--- src/rtl/shared_adder_sequencer.sv ---
// Two-requester add/subtract sequencer that time-shares one external 4-bit adder,
// walking the operands one nibble per cycle from the least significant end.
module shared_adder_sequencer #(
  parameter int WIDTH = 16
) (
  input  logic             clk,
  input  logic             rst_n,
  input  logic             req0,
  input  logic             req1,
  input  logic [WIDTH-1:0] a0,
  input  logic [WIDTH-1:0] b0,
  input  logic [WIDTH-1:0] a1,
  input  logic [WIDTH-1:0] b1,
  input  logic             sub0,
  input  logic             sub1,
  output logic             ack0,
  output logic             ack1,
  output logic [3:0]       add_a,
  output logic [3:0]       add_b,
  output logic             add_cin,
  input  logic [3:0]       add_sum,
  input  logic             add_cout,
  output logic             done,
  output logic             done_id,
  output logic [WIDTH-1:0] result,
  output logic             cout,
  output logic             busy
);

  localparam int NIB   = WIDTH / 4;
  localparam int IDX_W = (NIB > 1) ? $clog2(NIB) : 1;
  localparam logic [IDX_W-1:0] LAST_IDX = IDX_W'(NIB - 1);

  typedef enum logic [1:0] {
    IDLE = 2'd0,
    ADD  = 2'd1,
    DONE = 2'd2
  } state_t;

  state_t           state;
  logic [IDX_W-1:0] idx;
  logic [WIDTH-1:0] op_a;
  logic [WIDTH-1:0] op_b;
  logic             op_sub;
  logic             carry;
  logic             last_grant;

  logic             grant_any;
  logic             grant_id;
  logic [3:0]       nib_a;
  logic [3:0]       nib_b;

  // Round-robin: on a tie the requester not served last wins; a lone request always wins.
  always_comb begin
    grant_any = req0 | req1;
    if (req0 && req1) grant_id = ~last_grant;
    else              grant_id = req1;
  end

  // Acceptance happens at the edge closing this IDLE cycle, so ack is a decode of
  // the current state and requests; rst_n gating keeps it quiet during reset.
  assign ack0 = rst_n && (state == IDLE) && grant_any && !grant_id;
  assign ack1 = rst_n && (state == IDLE) && grant_any &&  grant_id;

  assign busy = (state != IDLE);
  assign done = (state == DONE);

  always_comb begin
    nib_a = op_a[{idx, 2'b00} +: 4];
    nib_b = op_sub ? ~op_b[{idx, 2'b00} +: 4] : op_b[{idx, 2'b00} +: 4];
  end

  always_comb begin
    add_a   = 4'd0;
    add_b   = 4'd0;
    add_cin = 1'b0;
    if (state == ADD) begin
      add_a   = nib_a;
      add_b   = nib_b;
      add_cin = (idx == '0) ? op_sub : carry;
    end
  end

  always_ff @(posedge clk or negedge rst_n) begin
    if (!rst_n) begin
      state      <= IDLE;
      idx        <= '0;
      op_a       <= '0;
      op_b       <= '0;
      op_sub     <= 1'b0;
      carry      <= 1'b0;
      last_grant <= 1'b1;
      result     <= '0;
      cout       <= 1'b0;
      done_id    <= 1'b0;
    end else begin
      case (state)
        IDLE: begin
          if (grant_any) begin
            state      <= ADD;
            idx        <= '0;
            last_grant <= grant_id;
            done_id    <= grant_id;
            op_a       <= grant_id ? a1   : a0;
            op_b       <= grant_id ? b1   : b0;
            op_sub     <= grant_id ? sub1 : sub0;
          end
        end
        ADD: begin
          result[{idx, 2'b00} +: 4] <= add_sum;
          carry                     <= add_cout;
          if (idx == LAST_IDX) begin
            cout  <= add_cout;
            state <= DONE;
          end else begin
            idx <= idx + 1'b1;
          end
        end
        DONE: begin
          state <= IDLE;
        end
        default: begin
          state <= IDLE;
        end
      endcase
    end
  end

endmodule

--- config.mk ---
export PLATFORM = sky130hd
export DESIGN_NAME = shared_adder_sequencer
export DESIGN_NICKNAME = d
export VERILOG_FILES = /design/src/rtl/shared_adder_sequencer.sv
export SDC_FILE = /design/constraint.sdc
export NUM_CORES = 1
export LEC_CHECK = 0
export BUFFER_PORTS_ARGS = -buffer_cell sky130_fd_sc_hd__buf_2
export CORE_ASPECT_RATIO = 1.75
export CORE_MARGIN = 4
export CORE_UTILIZATION = 35
export CTS_CLUSTER_DIAMETER = 100
export DETAILED_ROUTE_END_ITERATION = 8
export SYNTH_ARGS = -nofsm -noshare
export SYNTH_HDL_FRONTEND = slang
export SYNTH_SLANG_ARGS = --single-unit
--- constraint.sdc ---
create_clock -name clk -period 1.73 [get_ports clk]
set_input_delay 0.173 -clock clk [delete_from_list [all_inputs] [get_ports clk]]
set_output_delay 0.173 -clock clk [all_outputs]
set_load 0.005 [all_outputs]
# Word level (Yosys, flattened, before mapping)
# Index checks and enable logic that the tools add are counted.
[totals] regBits=57 input_bits=75 output_inout_bits=31 elab_cells=55
[classes] addsub=2 eq_ne=6 shifts=4 mux=16 n_bitwise=3 reduce_logical=14
[op_table] cell="$mux W16" n=2
[op_table] cell="$shiftx A16 B5 Y4" n=2
[op_table] cell="$bwmux W16" n=1
[op_table] cell="$shift A4 B6 Y16 const A" n=1
[op_table] cell="$shiftx A4 B6 Y16" n=1
[op_table] cell="$mux W4" n=3
[op_table] cell="$mux W2" n=4
[op_table] cell="$pmux W2 S2" n=2
[op_table] cell="$neg A4 Y6" n=1
[op_table] cell="$reduce_and A2 Y1" n=3
[op_table] cell="$logic_and A1 B1 Y1" n=5
[op_table] cell="$eq A2 B2 Y1 const B" n=2
[op_table] cell="$logic_not A2 Y1" n=2
[op_table] cell="$mux W1" n=4
[op_table] cell="$ne A2 B2 Y1 const B" n=2
[op_table] cell="$not A4 Y4" n=1
[op_table] cell="$reduce_bool A2 Y1" n=2
[op_table] cell="$reduce_and A3 Y1" n=1
[op_table] cell="$add A2 B1 Y2 const B" n=1
[op_table] cell="$eq A2 B1 Y1 const B" n=1
[op_table] cell="$ne A2 B1 Y1 const B" n=1
[op_table] cell="$logic_not A1 Y1" n=1
[op_table] cell="$not A1 Y1" n=1
[op_table] cell="$or A1 B1 Y1" n=1

# Depth between registers and ports, before layout
[logic_depth] word_depth=4 depth_mapped=7 ltp_nobuf=5

# Worst setup path after synthesis
# OpenSTA, ideal clock, no wires.
[synth_path] kind="register to register" from="register idx[1]" to="register result[10]" setup_time_ns=0.067 arrival_ns=1.742 required_time_ns=1.663 setup_slack_ns=-0.078 stages_incl_launch_ff=7 path_buffers=1 period_less_slack_ns=1.808 path_cell_list="dfrtp_1 clkbuf_1 inv_1 ha_1 inv_1 nor4b_2 a22o_1"
[synth_between] elab_chain_cells=3 elab_cells_between_ends=4 cone_classes="1 x add/sub; 2 x shift; 1 x mux"
[synth_lines] element="start, declared" line_no="41" text="logic [IDX_W-1:0] idx;"
[synth_lines] element="start signal, assigned" line_no="116" text="idx <= idx + 1'b1;"
[synth_lines] element="$neg A4 Y6 (*)" line_no="110" text="result[{idx, 2'b00} +: 4] <= add_sum;"
[synth_lines] element="$shiftx A4 B6 Y16 / $shift A4 B6 Y16 (equally long branches)" line_no="110"
[synth_lines] element="$bwmux W16 (*)" line_no="110"
[synth_lines] element="end signal, assigned by index" line_no="110"
[synth_lines] element="end, declared" line_no="25" text="output logic [WIDTH-1:0] result,"
# Every way passes the cells marked *; elsewhere a longest branch is shown, timed or not.
# A chain may end at the register's enable or synchronous reset.

# Final worst setup path
[layout_path] from="register idx[0]" to="output add_b[0]"
[layout_between] elab_chain_cells=4
[layout_lines] element="$shiftx A16 B5 Y4 (*)" line_no="70" text="nib_b = op_sub ? ~op_b[{idx, 2'b00} +: 4] : op_b[{idx, 2'b00} +: 4];"
[layout_lines] element="$not A4 Y4" line_no="70"
[layout_lines] element="$mux W4 (*)" line_no="70"
[layout_lines] element="$mux W4 (*)" line_no="77" text="if (state == ADD) begin"
[layout_lines] element="end, declared" line_no="19" text="output logic [3:0] add_b,"
# Marks and branches as above.

==> metrics.md <==
| Metric | Value |
|---|---|
| RR Startpoint | `idx[0]$_DFFE_PN0P_` |
| Util after Layout | `around 48%` |
| Switching portion of total power | `34.8%` |
| Critical path type | `flip-flop to output pin` |
| Top-count cell post-synth | `dfrtp_1` |
| Max-Cap Viols | `0` |
| Placed Instances | `496` |
| Primary FF master, synth | `dfrtp_1` |
| CTS Buffer Depth | `2` |
| Hold_buf cts | `0` |
| Fin crit period | `1.91 ns` |
| RSZ-0062 raised after global routing | `true` |
| DRT iter0 DRCs | `110` |
| H-Tree Depth | `3` |
| Hpwl dp | `between 6000 and 7000 microns` |
| Die width | `80.7 microns` |
| Pin count of the biggest net entering global routing | `58` |
| Worst reg2reg path depth | `6` |
| I/O pins | `106` |
| Layout cell share with drive strength beyond 1 | `a little over 50%` |
| Layout area overhead | `32.8%` |
| Fmax | `0.523 GHz` |
| Ys Warns | `0` |
| Reg power frac | `29.8%` |
| Initial Utilization | `35.8%` |
| Worst reg-to-reg setup slack | `-0.16 ns` |
| DR vias/cell | `5.15` |
| Number of synthesized flops with an enable pin | `0` |
| Final Setup Violations | `12` |
| Slowest CP cell | `mux4_2` |
| Reg2reg end | `idx[1]$_DFFE_PN0P_` |
| CTS clk-pin slew, worst paths | `0.05 ns` |
| Rows | `46` |
| Worst IR drop on VDD | `772 uV` |
| Critical-path cell list | `mux4_2 -> xnor2_1 -> nor2_1 -> buf_2` |
| GPL Wtd Cong | `0.759` |
| Synth area leaders | `dfrtp_1, a2bb2oi_2, a211oi_1` |
| DRC Markers | `0` |
| Yosys top cell by area | `dfrtp_1` |
| Startpoint class of the critical path | `flip-flop` |
| DRT Pass-1 Iters | `4` |
| P_sw | `2950 uW` |
| Routed len/inst | `17.0 microns` |
| Tightest Pin Transition | `0.721 ns` |
| Gr ovfl total | `0` |
| Mapped cell area | `around 3200 sq um` |
| Clk Latency, worst-skew pair | `0.33 ns` |
| IO buf count | `105` |
| Logic pwr share | `51.6%` |
| Cell-internal power | `5520 uW` |
| Initial antenna violation count | `0` |
| Cells after synthesis | `approximately 270` |
| Clock tree from TritonCTS | `yes` |
| Relative slew slack | `51.9%` |
| Die area | `between 10000 and 15000 sq um` |
| Worst-path fanout max | `6` |
| Gr usage total | `approximately 17%` |
| Layout Nets | `approximately 470` |
| Root buffer cell | `clkbuf_16` |
| Post-route setup slack | `-0.183 ns` |
| Type of the most critical hold path | `input port to asynchronous set/reset pin` |
| Net Count, Synth | `352` |
| Post-synth ARST share | `100%` |
| WHS | `0.0776 ns` |
| Vias in the first global route | `2794` |
| Failing checks | `negative setup slack` |
| ANT nets after route | `0` |
| Final Hold Vio Count | `0` |
| Pwr dens | `roughly 2000 nW/um^2` |
| Sequential share of the synthesized area | `around 44%` |
| TritonCTS Buffers | `9` |
| Number of synthesized register bits | `57` |
| Layout Cells excl Fill | `516` |
| Worst Skew | `0.00611 ns` |
| Leakage power | `0.00197 uW` |
| Max incr delay on CP | `about 0.53 ns` |
| Clock power share | `around a fifth` |
| Sink Count | `57` |
| Chip height | `135 microns` |
| Crit share post-route | `111%` |
| Post-Route WL | `8760 microns` |
| CP Capture Type | `output pin` |
| First-pass GRT wire length | `13900 microns` |
| Synth cell count leaders | `dfrtp_1, nand2_1, a211oi_1` |
| Crit path DAT | `1.74 ns` |
| Unique masters post-synth | `35` |
| DR vias | `2655` |
| Data required time of the worst path | `1.56 ns` |
| Status | `complete, but fails checks` |
| Core area | `9040 sq um` |
| Mean Syn Cell Area | `11.9 sq um` |
| Share of the synthesized area in the top cell type | `43.3%` |
| Final Max Slew Viols | `0` |
## power by group through the flow
stage,Combinational [uW],Clock (uW),Sequential (uW)
2_1_floorplan,2940,0,2380
5_1_grt,4750,1680,2600
4_1_cts,4300,1620,2530
6_report,4370,1580,2520
3_3_place_gp,3920,0,2500
3_5_place_dp,3990,0,2520
## state kept, by name, summed over array words and instances, names as in the netlist
register and cells:
result 16, op_a 16, state 2, op_sub 1, done_id 1, carry 1
op_b 16, cout 1, last_grant 1, idx 2
## placed cells by master, fill, tap and decap left out, types with 3 or more instances in the layout
cell	synthesis	routed
a2bb2oi_2	30	30
ha_1	6	4
buf_6	3	5
and2_4	0	3
mux2_2	3	3
a2bb2oi_1	3	3
buf_2	6	102
clkbuf_1	9	3
xnor2_1	4	4
nand2_1	54	54
mux4_2	3	8
dfrtp_1	56	55
o21ai_1	0	6
a22o_1	8	8
clkbuf_16	0	9
nand3b_1	3	3
a211oi_1	33	33
buf_4	0	23
nor2_1	6	6
## per-layer routing
layer	track usage, %	vias up	wire [microns]
li1	-	1256	-
met1	18.7	1285	3220
met2	30.0	90	4780
met3	3.66	24	473
met4	8.93	0	288
met5	0	-	0
## worst max-delay path: cells and delay by family (launching register included)
family / cells / cell delay (ns)
AND/OR/NAND/NOR: 1 / 0.14
multiplexers: 1 / 0.53
flip-flops: 1 / 0.46
XOR/XNOR: 1 / 0.13
buffers and inverters: 1 / 0.14
## logic make-up (layout without fill, tap and decap cells)
group	Yosys count	after routing	share of synthesized area (%)
compound gates	86	86	26.8
xor+xnor	4	4	1.08
fa+ha+maj	6	6	2.32
buf+inv	24	148	5.22
flops	57	57	44.1
mux	13	13	7.81
other cells	0	1	0
simple gates	81	81	12.6
## stage by stage
stage               total power (uW)  TNS [ns]  worst slack, ns  instance area [sq um]
finish                          8470     -1.62           -0.183                   4300
global placement                6420   -0.0120          -0.0120                   3940
CTS                             8440     -1.96           -0.232                   4280
global route                    9040     -3.42           -0.269                   4300
floorplan                       5310   -0.0361         -0.00903                   3250
detailed placement              6510    -0.122          -0.0361                   3940
## worst max path at each step
stage                             startpoint                     end  slack, ns  depth (start not counted)
final                     idx[0]$_DFFE_PN0P_                add_b[0]      -0.18                          4
after global routing      idx[0]$_DFFE_PN0P_                add_b[0]      -0.27                          4
after CTS                 idx[0]$_DFFE_PN0P_                add_b[0]      -0.23                          4
after detailed placement  idx[0]$_DFFE_PN0P_      idx[1]$_DFFE_PN0P_      -0.04                          5
after global placement    idx[0]$_DFFE_PN0P_                add_a[3]      -0.01                          4
after floorplan           idx[0]$_DFFE_PN0P_  result[12]$_DFFE_PN0P_     -0.009                          7
## layout make-up
| cell class | instances | area [sq um] |
|---|---|---|
| fillers | 879 | 4740 |
| inverters | 3 | 13.8 |
| clock buffers | 14 | 264 |
| repair buffers | 131 | 759 |
| multi-input cells | 190 | 1680 |
| well taps | 120 | 150 |
| flip-flops and latches | 57 | 1430 |
| diodes | 1 | 2.50 |
## timing repair
action / 4_1_cts / 5_1_grt
pin swaps: 10 / 7
endpoints found under the setup margin: 22 / 31
gates resized for setup: 18 / 11
setup buffers: 5 / 0
(Power assumes the default switching activity.)
